$ cat src/rtl/mem_arbiter_if.sv
// Bus bundle between the two requesters (IFU, LSU), the arbiter and the memory port.
// The slave modport is the arbiter's view and the master modport is the environment's view.
interface mem_arbiter_if #(
    parameter int unsigned ADDR_W = 32,
    parameter int unsigned DATA_W = 32
);
    localparam int unsigned MASK_W = DATA_W / 8;

    logic              m0_req_valid;
    logic              m0_req_ready;
    logic [ADDR_W-1:0] m0_addr;
    logic              m0_wen;
    logic [DATA_W-1:0] m0_wdata;
    logic [MASK_W-1:0] m0_wmask;
    logic              m0_resp_valid;
    logic [DATA_W-1:0] m0_rdata;
    logic              m0_resp_err;

    logic              m1_req_valid;
    logic              m1_req_ready;
    logic [ADDR_W-1:0] m1_addr;
    logic              m1_wen;
    logic [DATA_W-1:0] m1_wdata;
    logic [MASK_W-1:0] m1_wmask;
    logic              m1_resp_valid;
    logic [DATA_W-1:0] m1_rdata;
    logic              m1_resp_err;

    logic              s_req_valid;
    logic              s_req_ready;
    logic [ADDR_W-1:0] s_addr;
    logic              s_wen;
    logic [DATA_W-1:0] s_wdata;
    logic [MASK_W-1:0] s_wmask;
    logic              s_resp_valid;
    logic [DATA_W-1:0] s_rdata;

    modport slave (
        input  m0_req_valid, m0_addr, m0_wen, m0_wdata, m0_wmask,
        output m0_req_ready, m0_resp_valid, m0_rdata, m0_resp_err,
        input  m1_req_valid, m1_addr, m1_wen, m1_wdata, m1_wmask,
        output m1_req_ready, m1_resp_valid, m1_rdata, m1_resp_err,
        output s_req_valid, s_addr, s_wen, s_wdata, s_wmask,
        input  s_req_ready, s_resp_valid, s_rdata
    );

    modport master (
        output m0_req_valid, m0_addr, m0_wen, m0_wdata, m0_wmask,
        input  m0_req_ready, m0_resp_valid, m0_rdata, m0_resp_err,
        output m1_req_valid, m1_addr, m1_wen, m1_wdata, m1_wmask,
        input  m1_req_ready, m1_resp_valid, m1_rdata, m1_resp_err,
        input  s_req_valid, s_addr, s_wen, s_wdata, s_wmask,
        output s_req_ready, s_resp_valid, s_rdata
    );
endinterface

$ cat src/rtl/mem_arbiter.sv
// Round-robin arbiter sharing one memory port between IFU (M0) and LSU (M1).
// One transaction in flight; the request is registered toward memory and a watchdog forces an error response.
module mem_arbiter #(
    parameter int unsigned ADDR_W  = 32,
    parameter int unsigned DATA_W  = 32,
    parameter int unsigned TIMEOUT = 1024
) (
    input logic          clk,
    input logic          rst,
    mem_arbiter_if.slave bus
);
    localparam int unsigned MASK_W = DATA_W / 8;
    localparam int unsigned WDOG_W = (TIMEOUT > 1) ? $clog2(TIMEOUT) : 1;

    typedef enum logic [1:0] {
        IDLE = 2'd0,
        REQ  = 2'd1,
        WAIT = 2'd2
    } state_t;

    state_t            r_state;
    logic              r_owner;
    logic              r_last_grant;
    logic              r_s_req_valid;
    logic [ADDR_W-1:0] r_addr;
    logic              r_wen;
    logic [DATA_W-1:0] r_wdata;
    logic [MASK_W-1:0] r_wmask;
    logic [WDOG_W-1:0] r_wdog;

    logic w_gnt;
    logic w_accept;
    logic w_timeout;
    logic w_resp;

    // Grant selection and response qualification
    always_comb begin
        w_gnt     = bus.m1_req_valid;
        w_accept  = 1'b0;
        w_timeout = 1'b0;
        w_resp    = 1'b0;
        if (bus.m0_req_valid && bus.m1_req_valid) begin
            w_gnt = !r_last_grant;
        end
        if (r_state == IDLE) begin
            w_accept = bus.m0_req_valid || bus.m1_req_valid;
        end
        if (r_state == WAIT) begin
            w_timeout = (TIMEOUT != 32'd0) && !bus.s_resp_valid
                        && (r_wdog == WDOG_W'(TIMEOUT - 32'd1));
            w_resp    = bus.s_resp_valid || w_timeout;
        end
    end

    assign bus.m0_req_ready  = (r_state == IDLE) && bus.m0_req_valid && !w_gnt;
    assign bus.m1_req_ready  = (r_state == IDLE) && bus.m1_req_valid && w_gnt;
    assign bus.m0_resp_valid = w_resp && !r_owner;
    assign bus.m1_resp_valid = w_resp && r_owner;
    assign bus.m0_resp_err   = w_timeout && !r_owner;
    assign bus.m1_resp_err   = w_timeout && r_owner;
    assign bus.m0_rdata      = w_timeout ? '0 : bus.s_rdata;
    assign bus.m1_rdata      = w_timeout ? '0 : bus.s_rdata;

    assign bus.s_req_valid   = r_s_req_valid;
    assign bus.s_addr        = r_addr;
    assign bus.s_wen         = r_wen;
    assign bus.s_wdata       = r_wdata;
    assign bus.s_wmask       = r_wmask;

    // Transaction FSM; the request bundle only loads in IDLE so it stays stable through REQ
    always_ff @(posedge clk) begin
        if (rst) begin
            r_state       <= IDLE;
            r_owner       <= 1'b0;
            r_last_grant  <= 1'b1;
            r_s_req_valid <= 1'b0;
            r_addr        <= '0;
            r_wen         <= 1'b0;
            r_wdata       <= '0;
            r_wmask       <= '0;
            r_wdog        <= '0;
        end else begin
            case (r_state)
                IDLE: begin
                    if (w_accept) begin
                        r_owner       <= w_gnt;
                        r_last_grant  <= w_gnt;
                        r_s_req_valid <= 1'b1;
                        r_state       <= REQ;
                        if (w_gnt) begin
                            r_addr  <= bus.m1_addr;
                            r_wen   <= bus.m1_wen;
                            r_wdata <= bus.m1_wdata;
                            r_wmask <= bus.m1_wmask;
                        end else begin
                            r_addr  <= bus.m0_addr;
                            r_wen   <= bus.m0_wen;
                            r_wdata <= bus.m0_wdata;
                            r_wmask <= bus.m0_wmask;
                        end
                    end
                end
                REQ: begin
                    if (bus.s_req_ready) begin
                        r_s_req_valid <= 1'b0;
                        r_wdog        <= '0;
                        r_state       <= WAIT;
                    end
                end
                WAIT: begin
                    r_wdog <= r_wdog + WDOG_W'(1);
                    if (w_resp) begin
                        r_state <= IDLE;
                    end
                end
                default: begin
                    r_state <= IDLE;
                end
            endcase
        end
    end
endmodule

$ cat src/flat_wrapper.sv
// flat-port wrapper written by rule: the top's interface ports become plain ports
module mem_arbiter_flat 
#(
    parameter int unsigned ADDR_W  = 32,
    parameter int unsigned DATA_W  = 32,
    parameter int unsigned TIMEOUT = 1024
)
  (clk, rst, bus_m0_req_valid, bus_m0_addr, bus_m0_wen, bus_m0_wdata, bus_m0_wmask, bus_m0_req_ready, bus_m0_resp_valid, bus_m0_rdata, bus_m0_resp_err, bus_m1_req_valid, bus_m1_addr, bus_m1_wen, bus_m1_wdata, bus_m1_wmask, bus_m1_req_ready, bus_m1_resp_valid, bus_m1_rdata, bus_m1_resp_err, bus_s_req_valid, bus_s_addr, bus_s_wen, bus_s_wdata, bus_s_wmask, bus_s_req_ready, bus_s_resp_valid, bus_s_rdata);
  mem_arbiter_if #(.ADDR_W(ADDR_W), .DATA_W(DATA_W)) bus_i ();
  input logic clk;
  input logic rst;
  input wire logic [$bits(bus_i.m0_req_valid)-1:0] bus_m0_req_valid;
  input wire logic [$bits(bus_i.m0_addr)-1:0] bus_m0_addr;
  input wire logic [$bits(bus_i.m0_wen)-1:0] bus_m0_wen;
  input wire logic [$bits(bus_i.m0_wdata)-1:0] bus_m0_wdata;
  input wire logic [$bits(bus_i.m0_wmask)-1:0] bus_m0_wmask;
  output wire logic [$bits(bus_i.m0_req_ready)-1:0] bus_m0_req_ready;
  output wire logic [$bits(bus_i.m0_resp_valid)-1:0] bus_m0_resp_valid;
  output wire logic [$bits(bus_i.m0_rdata)-1:0] bus_m0_rdata;
  output wire logic [$bits(bus_i.m0_resp_err)-1:0] bus_m0_resp_err;
  input wire logic [$bits(bus_i.m1_req_valid)-1:0] bus_m1_req_valid;
  input wire logic [$bits(bus_i.m1_addr)-1:0] bus_m1_addr;
  input wire logic [$bits(bus_i.m1_wen)-1:0] bus_m1_wen;
  input wire logic [$bits(bus_i.m1_wdata)-1:0] bus_m1_wdata;
  input wire logic [$bits(bus_i.m1_wmask)-1:0] bus_m1_wmask;
  output wire logic [$bits(bus_i.m1_req_ready)-1:0] bus_m1_req_ready;
  output wire logic [$bits(bus_i.m1_resp_valid)-1:0] bus_m1_resp_valid;
  output wire logic [$bits(bus_i.m1_rdata)-1:0] bus_m1_rdata;
  output wire logic [$bits(bus_i.m1_resp_err)-1:0] bus_m1_resp_err;
  output wire logic [$bits(bus_i.s_req_valid)-1:0] bus_s_req_valid;
  output wire logic [$bits(bus_i.s_addr)-1:0] bus_s_addr;
  output wire logic [$bits(bus_i.s_wen)-1:0] bus_s_wen;
  output wire logic [$bits(bus_i.s_wdata)-1:0] bus_s_wdata;
  output wire logic [$bits(bus_i.s_wmask)-1:0] bus_s_wmask;
  input wire logic [$bits(bus_i.s_req_ready)-1:0] bus_s_req_ready;
  input wire logic [$bits(bus_i.s_resp_valid)-1:0] bus_s_resp_valid;
  input wire logic [$bits(bus_i.s_rdata)-1:0] bus_s_rdata;
  assign bus_i.m0_req_valid = bus_m0_req_valid;
  assign bus_i.m0_addr = bus_m0_addr;
  assign bus_i.m0_wen = bus_m0_wen;
  assign bus_i.m0_wdata = bus_m0_wdata;
  assign bus_i.m0_wmask = bus_m0_wmask;
  assign bus_m0_req_ready = bus_i.m0_req_ready;
  assign bus_m0_resp_valid = bus_i.m0_resp_valid;
  assign bus_m0_rdata = bus_i.m0_rdata;
  assign bus_m0_resp_err = bus_i.m0_resp_err;
  assign bus_i.m1_req_valid = bus_m1_req_valid;
  assign bus_i.m1_addr = bus_m1_addr;
  assign bus_i.m1_wen = bus_m1_wen;
  assign bus_i.m1_wdata = bus_m1_wdata;
  assign bus_i.m1_wmask = bus_m1_wmask;
  assign bus_m1_req_ready = bus_i.m1_req_ready;
  assign bus_m1_resp_valid = bus_i.m1_resp_valid;
  assign bus_m1_rdata = bus_i.m1_rdata;
  assign bus_m1_resp_err = bus_i.m1_resp_err;
  assign bus_s_req_valid = bus_i.s_req_valid;
  assign bus_s_addr = bus_i.s_addr;
  assign bus_s_wen = bus_i.s_wen;
  assign bus_s_wdata = bus_i.s_wdata;
  assign bus_s_wmask = bus_i.s_wmask;
  assign bus_i.s_req_ready = bus_s_req_ready;
  assign bus_i.s_resp_valid = bus_s_resp_valid;
  assign bus_i.s_rdata = bus_s_rdata;
  mem_arbiter #(.ADDR_W(ADDR_W), .DATA_W(DATA_W), .TIMEOUT(TIMEOUT)) u_core (.clk(clk), .rst(rst), .bus(bus_i));
endmodule
$ cat config.mk
export PLATFORM = sky130hd
export DESIGN_NAME = mem_arbiter_flat
export DESIGN_NICKNAME = d
export VERILOG_FILES = /design/src/rtl/mem_arbiter_if.sv /design/src/rtl/mem_arbiter.sv /design/src/flat_wrapper.sv
export SDC_FILE = /design/constraint.sdc
export NUM_CORES = 1
export LEC_CHECK = 0
export CAP_MARGIN = 10
export CORE_ASPECT_RATIO = 0.7
export CORE_MARGIN = 2
export CORE_UTILIZATION = 32
export CTS_BUF_LIST = sky130_fd_sc_hd__clkbuf_8
export CTS_CLUSTER_DIAMETER = 100
export DETAILED_ROUTE_END_ITERATION = 8
export PLACE_DENSITY = 0.83
export REMOVE_ABC_BUFFERS = 1
export SYNTH_ARGS = -nofsm -noshare
export SYNTH_HDL_FRONTEND = slang
export SYNTH_SLANG_ARGS = --single-unit
$ cat constraint.sdc
create_clock -name clk -period 2.2 [get_ports clk]
set_input_delay 0.44 -clock clk [delete_from_list [all_inputs] [get_ports clk]]
set_output_delay 0.44 -clock clk [all_outputs]
set_load 0.02 [all_outputs]
==> metrics.yaml <==
vias_in_the_first_global_route: 4844
fmaxAchievable_ghz: 0.416
area_delta_synth_final_pct: 84.6
busiest_layer: "met2"
clk-insertion-delay-late_ps: 340
reg2reg_slack_ps: 250
critical_path_peak_fanout: 10
drt_first_pass_iters: 5
syn_avg_cell_area_um2: 9.08
critical_path.cell_chain: "or3b_4 -> nor4b_4 -> buf_6 -> buf_12 -> nor2b_1 -> buf_2"
compound_gate_fraction_of_synth_area_pct: 23.8
timing.hold.worst.start: "u_core.bus.s_req_valid"
n_fill_cell: 1106
holdPathStages: 2
number_of_nets_at_the_end_of_the_flow: 944
synth_top_family_by_area: "compound AO/OA/AOI/OAI gates"
globalRouteTotalUtil_pct: 21.6
power_density_mw_per_mm2: 582
post_synth_instance_area_mm2: 0.00440
instances_no_fill: 957
layout.cells.most_common: "clkdlybuf4s50_1"
gr-usage-met3_pct: 8.01
port-buffer-count: 315
synth-edff-count: 0
synthMuxAreaShare_pct: 15.7
endpoint_kind: "output pin"
die_height_um: 102
start_util_pct: 33.1
crit_arrival_ps: 1960
crit_required_ps: 1760
floorplan.die_area_mm2: 0.0147
dpl.cell_count: 938
placed_cell_area_mm2: 0.00769
initial_antenna_violation_count: 0
post_cts_hold_buffer_count: 0
critical_path.max_stage_delay_ps: 390
antennaDiodeCount: 0
regToRegStartpoint: "u_core.r_state[1]"
hold_violations: 0
timing.critical_path.slowest_stage_cell: "or3b_4"
synth-async-reset-ratio_pct: 0
worstSetupStartpointType: "register"
max_slew_margin_pct: 66.1
outcome: "finished, violations left"
die_x_um: 144
yosysWarningCount: 0
worst_r2r_path_depth: 6
whs_ps: 492
m2_gr_usage_pct: 37.9
timing_startpoint_of_the_critical_path: "u_core.r_state[1]"
grt_setup_unrepaired: "true"
met1_usage_pct: 24.7
cts.root.buffer_cell: "clkbuf_8"
drt-total-wl_mm: 17.0
ctsHtreeMaxLevel: 3
ios: 316
setup_viol: 64
worstReg2RegEnd: "u_core.bus.s_addr[20]"
post_drt_wl_per_cell_um: 17.8
synth_fa_ha_area_share_pct: 0.284
violations: "setup timing"
rows: 35
place_ws_ps: -796
total_gr_overflow: 0
clockBufferDepth: 2
finalMaxSlewViolations: 0
synthXorXnorAreaFrac_pct: 0
timing.setup.critical_path_class: "register to output pin"
yosys.area_share.simple_pct: 11.7
irDropWorstVdd_v: 0.000307
grt_first_pass_wirelength_mm: 25.0
post-route-worst-setup-slack_ps: -201
grt_max_degree: 72
detailedRoute.firstIterationViolations: 199
final_design_area_excluding_fillers_mm2: 0.00813
via_count: 4904
min_period_over_period_pct: 109
timing_worst_slew_pin_value_ps: 508
post_dp_hpwl_mm: 12.5
clkSinkCount: 84
numCtsBuffers: 9
worstHoldEndpoint: "u_core.bus.s_req_valid"
timing.hold.worst.class: "register to register"
drcViolationCount: 0
yosys.cell_types.count: 36
leakagePower_nw: 3.23
clock_skew_ps: 8.76
synth.ff_latch_count: 84
post_route_cells_drive_above_1_share_pct: 20.2
yosys_most_used_dff: "dfxtp_1"
drtAntennaViolNets: 0
cap_viol_max_count: 0
cts.reportedPaths.clkPinSlew_ps: 80
netlist_instances: 485
finalWeightedCongestion: 0.787
synth-seq-area-share_pct: 38.2
final_cell_mix: "clkdlybuf4s50_1 (243), dfxtp_1 (81), a21oi_1 (77)"
core_region_mm2: 0.0133
detail_route.vias_per_cell: 5.12
finalCriticalPeriod_ps: 2400
cts_tree: "done"
## kinds of logic (layout without fill, tap and decap cells)
logic type / Yosys count / count (layout)
buffers and inverters: 84 / 371
AO/OA/AOI/OAI: 164 / 164
flip-flops: 84 / 84
multiplexers: 69 / 69
AND/OR/NAND/NOR: 83 / 83
adder cells (fa/ha/maj): 1 / 1
## state kept, by name (all words and copies together) (netlist names)
name                    count
u_core.r_wdog              10
u_core.bus.s_req_valid      1
u_core.r_last_grant         1
u_core.bus.s_wmask          4
u_core.bus.s_wdata         32
u_core.bus.s_wen            1
u_core.bus.s_addr          32
u_core.r_owner              1
u_core.r_state              2
## cells in the mapped netlist (2+ instances only)
| cell type | number | share of area (%) |
|---|---|---|
| o311ai_0 | 4 | 0.80 |
| a211oi_1 | 70 | 12 |
| a31oi_1 | 2 | 0.28 |
| and2_1 | 4 | 0.57 |
| and3_1 | 2 | 0.28 |
| a21oi_1 | 77 | 8.8 |
| a41oi_1 | 2 | 0.40 |
| a21boi_0 | 2 | 0.34 |
| clkbuf_1 | 36 | 3.1 |
| a311oi_1 | 2 | 0.40 |
| nand2b_1 | 2 | 0.28 |
| and2b_1 | 3 | 0.51 |
| nor2_1 | 3 | 0.26 |
| buf_4 | 33 | 5.6 |
| inv_1 | 3 | 0.26 |
| nand2_1 | 10 | 0.85 |
| nor2b_1 | 33 | 4.7 |
| mux2i_1 | 69 | 16 |
| buf_2 | 12 | 1.4 |
| o21a_1 | 2 | 0.34 |
| dfxtp_1 | 84 | 38 |
| or4_1 | 3 | 0.51 |
| and4_1 | 3 | 0.60 |
| nand3_1 | 8 | 0.91 |
| nand4_1 | 5 | 0.71 |
## layout make-up
cell class | instances | area [um2] | area share [%]
clock inverter | 7 | 92.6 | 1.14
inverter | 3 | 11.3 | 0.138
clock buffer | 9 | 124 | 1.52
timing repair buffer | 352 | 3530 | 43.4
multi-input combinational | 317 | 2460 | 30.2
sequential | 84 | 1690 | 20.7
tap | 185 | 231 | 2.85
## routing by layer
| layer | routed length (um) | part of all wire (%) | up-vias |
|---|---|---|---|
| met1 | 6580 | 39 | 2288 |
| met4 | 379 | 2.2 | 0 |
| met2 | 8320 | 49 | 250 |
| met5 | 0 | 0 | - |
| li1 | - | - | 2330 |
| met3 | 1750 | 10 | 36 |
## per-stage QoR
stage               TNS (ps)  utilization (%)  power [mW]
floorplan            -490500                -        2.62
CTS                   -12210             61.0        4.77
global placement      -55560             57.8        3.48
finish                -10530             61.1        4.73
detailed placement    -60850             57.8        3.52
global route          -15880             61.1        4.97
## worst max-delay path: cells and delay by family (launching register included)
| kind | cells | cell delay [ps] |
|---|---|---|
| AND/OR/NAND/NOR | 3 | 770 |
| flip-flops | 1 | 340 |
| buffers and inverters | 3 | 500 |
## timing repair
action | CTS | global route
gates cloned | 2 | 0
endpoints found under the setup margin | 70 | 80
buffers inserted | 2 | 0
pin swaps | 3 | 1
gates resized for setup | 431 | 15
## how the worst max path moves through the flow
stage	cells past startpoint	slack (ps)	endpoint
2_1_floorplan	2	-7090	bus_m0_req_ready
3_3_place_gp	7	-750	bus_m0_rdata[14]
3_5_place_dp	6	-800	bus_m1_rdata[1]
4_1_cts	6	-230	bus_m1_rdata[1]
5_1_grt	7	-280	bus_m0_rdata[0]
6_report	6	-200	bus_m0_rdata[0]
## power breakdown
group / internal, mW / total (mW) / switching, mW / leakage (nW)
Sequential: 1.69 / 1.78 / 0.0923 / 0.697
Combinational: 0.915 / 1.75 / 0.839 / 2.42
Clock: 0.638 / 1.20 / 0.563 / 0.112
Power figures use the tool's default switching activity.
